File: config.mk
export PLATFORM = sky130hd
export DESIGN_NAME = aes_lat_counter
export DESIGN_NICKNAME = d
export VERILOG_FILES = /design/src/rtl/aes_if_pkg.sv /design/src/rtl/aes_lat_counter.sv
export SDC_FILE = /design/constraint.sdc
export NUM_CORES = 1
export LEC_CHECK = 0
export ABC_AREA = 1
export BUFFER_PORTS_ARGS = -buffer_cell sky130_fd_sc_hd__buf_4
export CAP_MARGIN = 30
export CORE_MARGIN = 4
export CORE_UTILIZATION = 42
export DETAILED_ROUTE_END_ITERATION = 8
export PLACE_DENSITY = 0.84
export SLEW_MARGIN = 20
export SYNTH_ARGS = -nofsm -noshare
export SYNTH_HDL_FRONTEND = slang
export SYNTH_SLANG_ARGS = --single-unit
File: constraint.sdc
create_clock -name clk -period 1.2 [get_ports clk]
set_input_delay 0.06 -clock clk [delete_from_list [all_inputs] [get_ports clk]]
set_output_delay 0.06 -clock clk [all_outputs]
set_load 0.01 [all_outputs]
File: src/rtl/aes_if_pkg.sv
// Shared definitions for the AES-side handshake responder: block width,
// FSM state encodings, the default transform mask and the rotate helper.
package aes_if_pkg;

  localparam int AES_BLOCK_W = 128;
  localparam int LAT_W       = 8;

  localparam logic [AES_BLOCK_W-1:0] DEFAULT_KEY =
    128'h0f0e0d0c0b0a09080706050403020100;

  // FSM encodings kept as plain constants so older tools can consume them.
  localparam logic [1:0] ST_IDLE = 2'd0;
  localparam logic [1:0] ST_BUSY = 2'd1;
  localparam logic [1:0] ST_DONE = 2'd2;

  // Rotate a block left by one byte; the top byte wraps to the bottom.
  function automatic logic [AES_BLOCK_W-1:0] rotl8(input logic [AES_BLOCK_W-1:0] x);
    return {x[AES_BLOCK_W-9:0], x[AES_BLOCK_W-1:AES_BLOCK_W-8]};
  endfunction

endpackage

File: src/rtl/aes_lat_counter.sv
// Loadable down-counter used to time the busy phase of one operation.
// The counter saturates at zero; zero is flagged from the registered value.
module aes_lat_counter
  import aes_if_pkg::*;
#(
  parameter int W = LAT_W
) (
  input  logic         clk,
  input  logic         reset,
  input  logic         load,
  input  logic [W-1:0] load_val,
  input  logic         dec,
  output logic [W-1:0] count,
  output logic         zero
);

  logic [W-1:0] count_r;

  // Load takes priority over decrement; decrement stops at zero.
  always_ff @(posedge clk or negedge reset) begin
    if (!reset) begin
      count_r <= {W{1'b0}};
    end else if (load) begin
      count_r <= load_val;
    end else if (dec && (count_r != {W{1'b0}})) begin
      count_r <= count_r - {{(W-1){1'b0}}, 1'b1};
    end else begin
      count_r <= count_r;
    end
  end

  assign count = count_r;
  assign zero  = (count_r == {W{1'b0}});

endmodule

==> metrics.md, run 1 <==
| Metric | Value |
|---|---|
| Setup Skew | `about 0.013 ns` |
| Largest net degree at the start of global routing | `14` |
| Fraction of layout cells with a size suffix above 1 | `0.456` |
| IR drop worst, VDD | `around 1.1 mV` |
| Die W | `roughly 46 um` |
| Vias in the first global route | `740` |
| All-Layer GR Usage | `0.200` |
| CTS tree | `yes` |
| First-pass GRT wire length | `roughly 3000 um` |
| CP Max Fanout | `8` |
| Congestion Overflow GR | `0` |
| Final std cells w/o fill | `between 150 and 200` |
| CTS Buf Count | `3` |
| Max-slew headroom at the worst pin | `0.780` |
| Drt pass-1 iters | `4` |
| IO buf count | `20` |
| HP Class | `in -> reg` |
| Buf+Inv Stages, Crit Path | `0` |
| Syn_nets | `about 110` |
| R2r setup slk | `-0.13 ns` |
| Commonest non-fill, non-tap cells in the layout | `buf_4 (38), nand2_1 (32), nand3_1 (12)` |
| Post-DP HPWL | `approximately 1300 um` |
| Failing checks | `negative setup slack` |
| WL per Instance | `13.7 um` |
| Ports | `21` |
| Root buf cell | `clkbuf_4` |
| Worst stage delay on the critical path | `approximately 0.45 ns` |
| Antenna Nets Post-Route | `0` |
| Crit-path cells | `nor2_4 > nand2_4 > o21ai_4 > nand2_4 > nand2_1 > o21ai_1` |
| Finished layout cell area | `a little over 1000 um^2` |
| Die ar. | `around 2100 um^2` |
| Initial antenna violation count | `0` |
| Share of the synthesized area in the top cell type | `0.335` |
| Netlist Area Pre-Place | `between 500 and 600 um^2` |
| Synth area leaders | `dfrtp_1 (34%), nand2_1 (23%), nand3_1 (11%)` |
| CP Class | `reg -> reg` |
| Initial drt markers | `31` |
| Net count, final | `151` |
| #FFs+latches synth | `8` |
| Slowest cell on crit path | `dfrtp_2` |
| Critical Path RT | `1.35 ns` |
| Final slew viol count | `0` |
| Endpoints failing setup | `9` |
| Static leakage | `about 0.55 nW` |
| PwrDens | `1250 nW/um^2` |
| Synthesized instance count | `93` |
| Avg Cell Area, Syn | `6.42 um^2` |
| Clock transition at path regs | `approximately 0.07 ns` |
| Deepest clock path buffer count | `2` |
| Leading area contributor after synthesis | `dfrtp_1` |
| H-tree depth | `1` |
| Fin crit period | `about 1.3 ns` |
| Largest delay share family, worst path | `simple AND/OR/NAND/NOR gates` |
| Fill cells | `90` |
| Drt total wl | `roughly 2100 um` |
| Area of the multi-input gates | `425 um^2` |
| Yosys synthesis warning count | `0` |
| RSZ-0062 raised after global routing | `true` |
| Height of the die | `between 40 and 50 um` |
| Most common cell after layout, fill and taps aside | `buf_4` |
| Dpl cells | `around 140` |
| Worst Path Arrival | `about 1.5 ns` |
| Maximum clock rate | `753 MHz` |
| Final worst-path cycle share | `1.11` |
| Cell repeated most along the worst path | `nand2_4` |
| Distinct cell type count after synthesis | `16` |
| Core area | `around 1300 um^2` |
| RePlAce Congestion | `0.841` |
| Run status | `finished with violations` |
| Initial Util | `0.453` |
| PnR worst setup slack | `-0.129 ns` |
| N_diodes | `0` |
| Reg area | `203 um^2` |
| Worst slew pin tran | `~0.33 ns` |
| Placed Area | `just under 900 um^2` |
| CP Capture Type | `flop` |
| Largest register FFs | `8` |
| Clock sink total | `8` |
| Rows | `13` |
| Sequential area share after synthesis | `0.335` |
| Clk_lat worst skew | `0.26 ns` |
| Startpoint types | `flop` |
| # Max-Cap Violations | `0` |
| Vias | `approximately 800` |
| Hold Violations, Final | `0` |
| P&R area growth vs syn | `71.9%` |
| Via/cell ratio | `5.40` |
| DRC violations left | `0` |
[worst register-to-register path, cell delays in order (launching register included)]
cell and delay, ns:
dfrtp_2 0.45, nor2_4 0.17, nand2_4 0.08, o21ai_4 0.22, nand2_4 0.13, nand2_1 0.10
o21ai_1 0.06
[routing by layer]
metal	vias up	wire, um	GRT usage	part of all wire
met4	0	66	0.136	0.032
met5	-	0	0	0
met2	47	1100	0.343	0.53
met1	377	767	0.227	0.37
met3	10	139	0.0277	0.067
li1	382	-	-	-
[report_power, final]
| part | switching, W | total [W] | internal [W] |
|---|---|---|---|
| logic | 0.000343 | 0.000680 | 0.000337 |
| clock network | 0.000102 | 0.000230 | 0.000128 |
| registers | 0.0000546 | 0.000370 | 0.000316 |
| total | 0.000499 | 0.00128 | 0.000781 |
[final cells by class]
type	instances	area share
Multi-Input combinational cell	73	0.415
Timing Repair Buffer	40	0.299
Sequential cell	8	0.198
Inverter	11	0.0451
Clock buffer	4	0.0256
Tap cell	15	0.0183
[cells in the mapped netlist]
| cell | n |
|---|---|
| o21ai_1 | 2 |
| ha_1 | 2 |
| nand2_1 | 36 |
| dfrtp_1 | 8 |
| nand4_1 | 2 |
| nand3_1 | 13 |
| nor2_1 | 9 |
| nand2_4 | 1 |
| xnor2_1 | 1 |
| nor2_2 | 1 |
| o21ai_0 | 4 |
| clkbuf_1 | 1 |
| o21ai_4 | 1 |
| inv_1 | 10 |
| nand2_2 | 1 |
| clkinv_2 | 1 |
[cell families (layout without fill, tap and decap cells)]
kind of cell | count (synthesis) | in the layout | share of synthesized area
compound gates | 7 | 7 | 0.0776
fa+ha+maj | 2 | 2 | 0.0419
buf+inv | 12 | 55 | 0.0776
flops | 8 | 8 | 0.335
simple gates | 63 | 63 | 0.453
xor+xnor | 1 | 1 | 0.0147
[through the flow]
step / TNS, ns / hold WS [ns] / setup slack (ns) / total power (W) / util
after floorplan: -0.114 / -0.236 / -0.0256 / 0.000645 / -
after global placement: -0.198 / -0.114 / -0.0492 / 0.000898 / 0.670
after detailed placement: -0.416 / -0.112 / -0.0898 / 0.000911 / 0.670
after CTS: -0.647 / 0.0245 / -0.0978 / 0.00120 / 0.739
after global routing: -1.53 / 0.0280 / -0.215 / 0.00137 / 0.779
final: -0.839 / 0.0280 / -0.129 / 0.00128 / 0.779
[worst paths after layout]
kind                              from        to  cells after the start
max                           count[3]  count[1]                      6
min                        load_val[6]  count[6]                      3
max reg2reg                   count[3]  count[1]                      6
min reg2reg                   count[3]  count[3]                      3
max in group asynchronous        reset  count[6]                      2
min in group asynchronous        reset  count[4]                      2
[timing repair]
action	4_1_cts	5_1_grt
resized for setup	6	9
pin swaps	0	4
buffers inserted	5	2
hold endpoints to repair	8	0
endpoints found under the setup margin	9	9
hold buffers	1	0
No activity file was read; power rests on OpenSTA's default activity.
==> inputs of run 2 (changes only) <==
Settings changed: CELL_PAD_IN_SITES_DETAIL_PLACEMENT set to 1, CELL_PAD_IN_SITES_GLOBAL_PLACEMENT set to 1, CORE_UTILIZATION 42 to 28, GPL_TIMING_DRIVEN set to 0, PLACE_DENSITY 0.84 to 0.83.
==> run 2 against run 1 <==
The run still ends with negative setup slack left; largest power group unchanged; wire length fell by 4.8%; worst setup slack improved by 0.046 ns; maximum frequency up 3.6%; core utilization is 29 points lower; sequential share of layout area increased by 1.5 points; die area grew 41%; non-clock buffer count is 8 lower; clock skew increased by 0.0015 ns; power shrank 5.5%; count of clock-buffer cells in the layout unchanged.
==> metrics.md, run 2 (synthesized netlist as in run 1, its figures left out) <==
| Metric | Value |
|---|---|
| Run status | `finished with violations` |
| Failing checks | `negative setup slack` |
| Hold Violations, Final | `0` |
| Fill cells | `262` |
| P&R area growth vs syn | `62.7%` |
| Most common cell after layout, fill and taps aside | `nand2_1` |
| Endpoints failing setup | `7` |
| Critical Path RT | `about 1.4 ns` |
| CP Max Fanout | `8` |
| PnR worst setup slack | `-0.0826 ns` |
| Worst stage delay on the critical path | `slightly below 0.4 ns` |
| Crit-path cells | `inv_2 > ha_4 > nand2_4 > o21ai_4 > nand2_4 > clkinv_2 > nand2_1 > nand2_1` |
| RePlAce Congestion | `between 0.7 and 0.8` |
| Clock transition at path regs | `0.07 ns` |
| First-pass GRT wire length | `about 3200 um` |
| Met2 GRT Util | `0.261` |
| Vias | `roughly 730` |
| Net count, final | `143` |
| H-tree depth | `1` |
| Finished layout cell area | `between 900 and 1000 um^2` |
| Met3 Usage GRT | `0` |
| CP Capture Type | `flop` |
| Commonest non-fill, non-tap cells in the layout | `nand2_1 (32), buf_4 (29), nand3_1 (13)` |
| Setup WS pre-CTS | `-0.137 ns` |
| DRC violations left | `0` |
| # Max-Cap Violations | `0` |
| PwrDens | `between 1000 and 1500 nW/um^2` |
| Drt total wl | `between 1500 and 2000 um` |
| IO buf count | `20` |
| Initial Util | `0.298` |
| Startpoint types | `flop` |
| Clk_lat worst skew | `between 0.2 and 0.3 ns` |
| Static leakage | `0.505 nW` |
| Clock sink total | `8` |
| Fraction of layout cells with a size suffix above 1 | `0.430` |
| Setup Skew | `0.0143 ns` |
| Die W | `~54 um` |
| N_diodes | `0` |
| Post-DP HPWL | `around 1400 um` |
| Slowest cell on crit path | `dfrtp_1` |
| Core Util, Final | `0.485` |
| Core area | `2000 um^2` |
| Max-slew headroom at the worst pin | `0.707` |
| Largest register FFs | `8` |
| Initial antenna violation count | `0` |
| Initial drt markers | `2` |
| WL per Instance | `around 13 um` |
| Root buf cell | `clkbuf_4` |
| Worst slew pin tran | `approximately 0.44 ns` |
| Via/cell ratio | `between 4 and 5` |
| RSZ-0062 raised after global routing | `true` |
| Met1 Track Usage GR | `0.190` |
| Drt pass-1 iters | `4` |
| Height of the die | `54.2 um` |
| Placed Area | `roughly 800 um^2` |
| Worst Path Arrival | `1.49 ns` |
| Final worst-path cycle share | `1.07` |
| R2r setup slk | `-0.08 ns` |
| Gr busiest metal | `met2` |
| Vias in the first global route | `approximately 710` |
| Largest net degree at the start of global routing | `11` |
| Maximum clock rate | `slightly below 800 MHz` |
| All-Layer GR Usage | `0.150` |
| Final slew viol count | `0` |
| Die ar. | `slightly below 3000 um^2` |
| Deepest clock path buffer count | `2` |
| Fin crit period | `around 1.3 ns` |
| Congestion Overflow GR | `0` |
| Rows | `16` |
| CP Class | `reg -> reg` |
| IR drop worst, VDD | `about 0.67 mV` |
| Antenna Nets Post-Route | `0` |
| HP Class | `in -> reg` |
| Ports | `21` |
| CTS tree | `yes` |
| CTS Buf Count | `3` |
==> run 2: cell count changes in the layout (fill, tap and decap cells not counted) <==
| cell | delta |
|---|---|
| buf_12 | +1 |
| buf_4 | -9 |
| buf_6 | -1 |
| clkbuf_1 | +1 |
| clkinv_2 | +1 |
| clkinv_4 | -1 |
| dfrtp_1 | -3 |
| dfrtp_2 | +3 |
| ha_2 | +1 |
| ha_4 | -1 |
| nand3_1 | +1 |
| nand3_2 | -1 |
==> run 2: worst paths after layout <==
path                             startpoint       end  depth (start not counted)
min in group asynchronous             reset  count[3]                          2
worst max-delay path               count[0]  count[3]                          8
max in group asynchronous             reset  count[5]                          2
worst min-delay path            load_val[6]  count[6]                          3
worst max register to register     count[0]  count[3]                          8
worst min register to register     count[4]  count[4]                          2
==> run 2: through the flow <==
step	hold slack [ns]	std cells	TNS, ns	power (W)
after floorplan	-0.236	93	-0.114	0.000645
after global placement	-0.111	140	-0.603	0.000802
after detailed placement	-0.110	140	-0.800	0.000821
after CTS	0.0122	153	-0.595	0.00116
after global routing	0.0425	155	-1.27	0.00131
final	0.0123	155	-0.471	0.00121
==> run 2: layer usage <==
layer,vias to the layer above,share of wire
met1,349,0.45
met4,0,0.017
met5,-,0
met3,4,0.020
li1,365,-
met2,11,0.51
==> run 2: power by group <==
part           switching [W]  internal (W)
clock network       0.000111      0.000128
registers          0.0000674      0.000318
logic               0.000296      0.000290
total               0.000473      0.000737
==> run 2: timing repair <==
action                     CTS  global route
hold buffers                 1             0
pin swaps                    3             1
setup endpoints to repair    9             9
setup buffers                8             2
hold endpoints to repair     8             0
gates resized for setup     10             4
==> run 2: final cells by class <==
cell class | instances | area (um^2) | area share
buffer | 1 | 3.75 | 0.00387
clock buffer | 4 | 26.3 | 0.0271
inverter | 11 | 42.5 | 0.0438
multi-input combinational | 73 | 410 | 0.423
sequential | 8 | 206 | 0.213
tap | 27 | 33.8 | 0.0348
timing repair buffer | 31 | 248 | 0.255
==> run 2: worst max-delay path: cells and delay by family, from the launching register on <==
family	cells	cell delay, ns
adders and majority gates	1	0.16
DFF	1	0.39
and+or+nand+nor	4	0.30
buffers and inverters	2	0.19
AOI/OAI and AO/OA	1	0.19
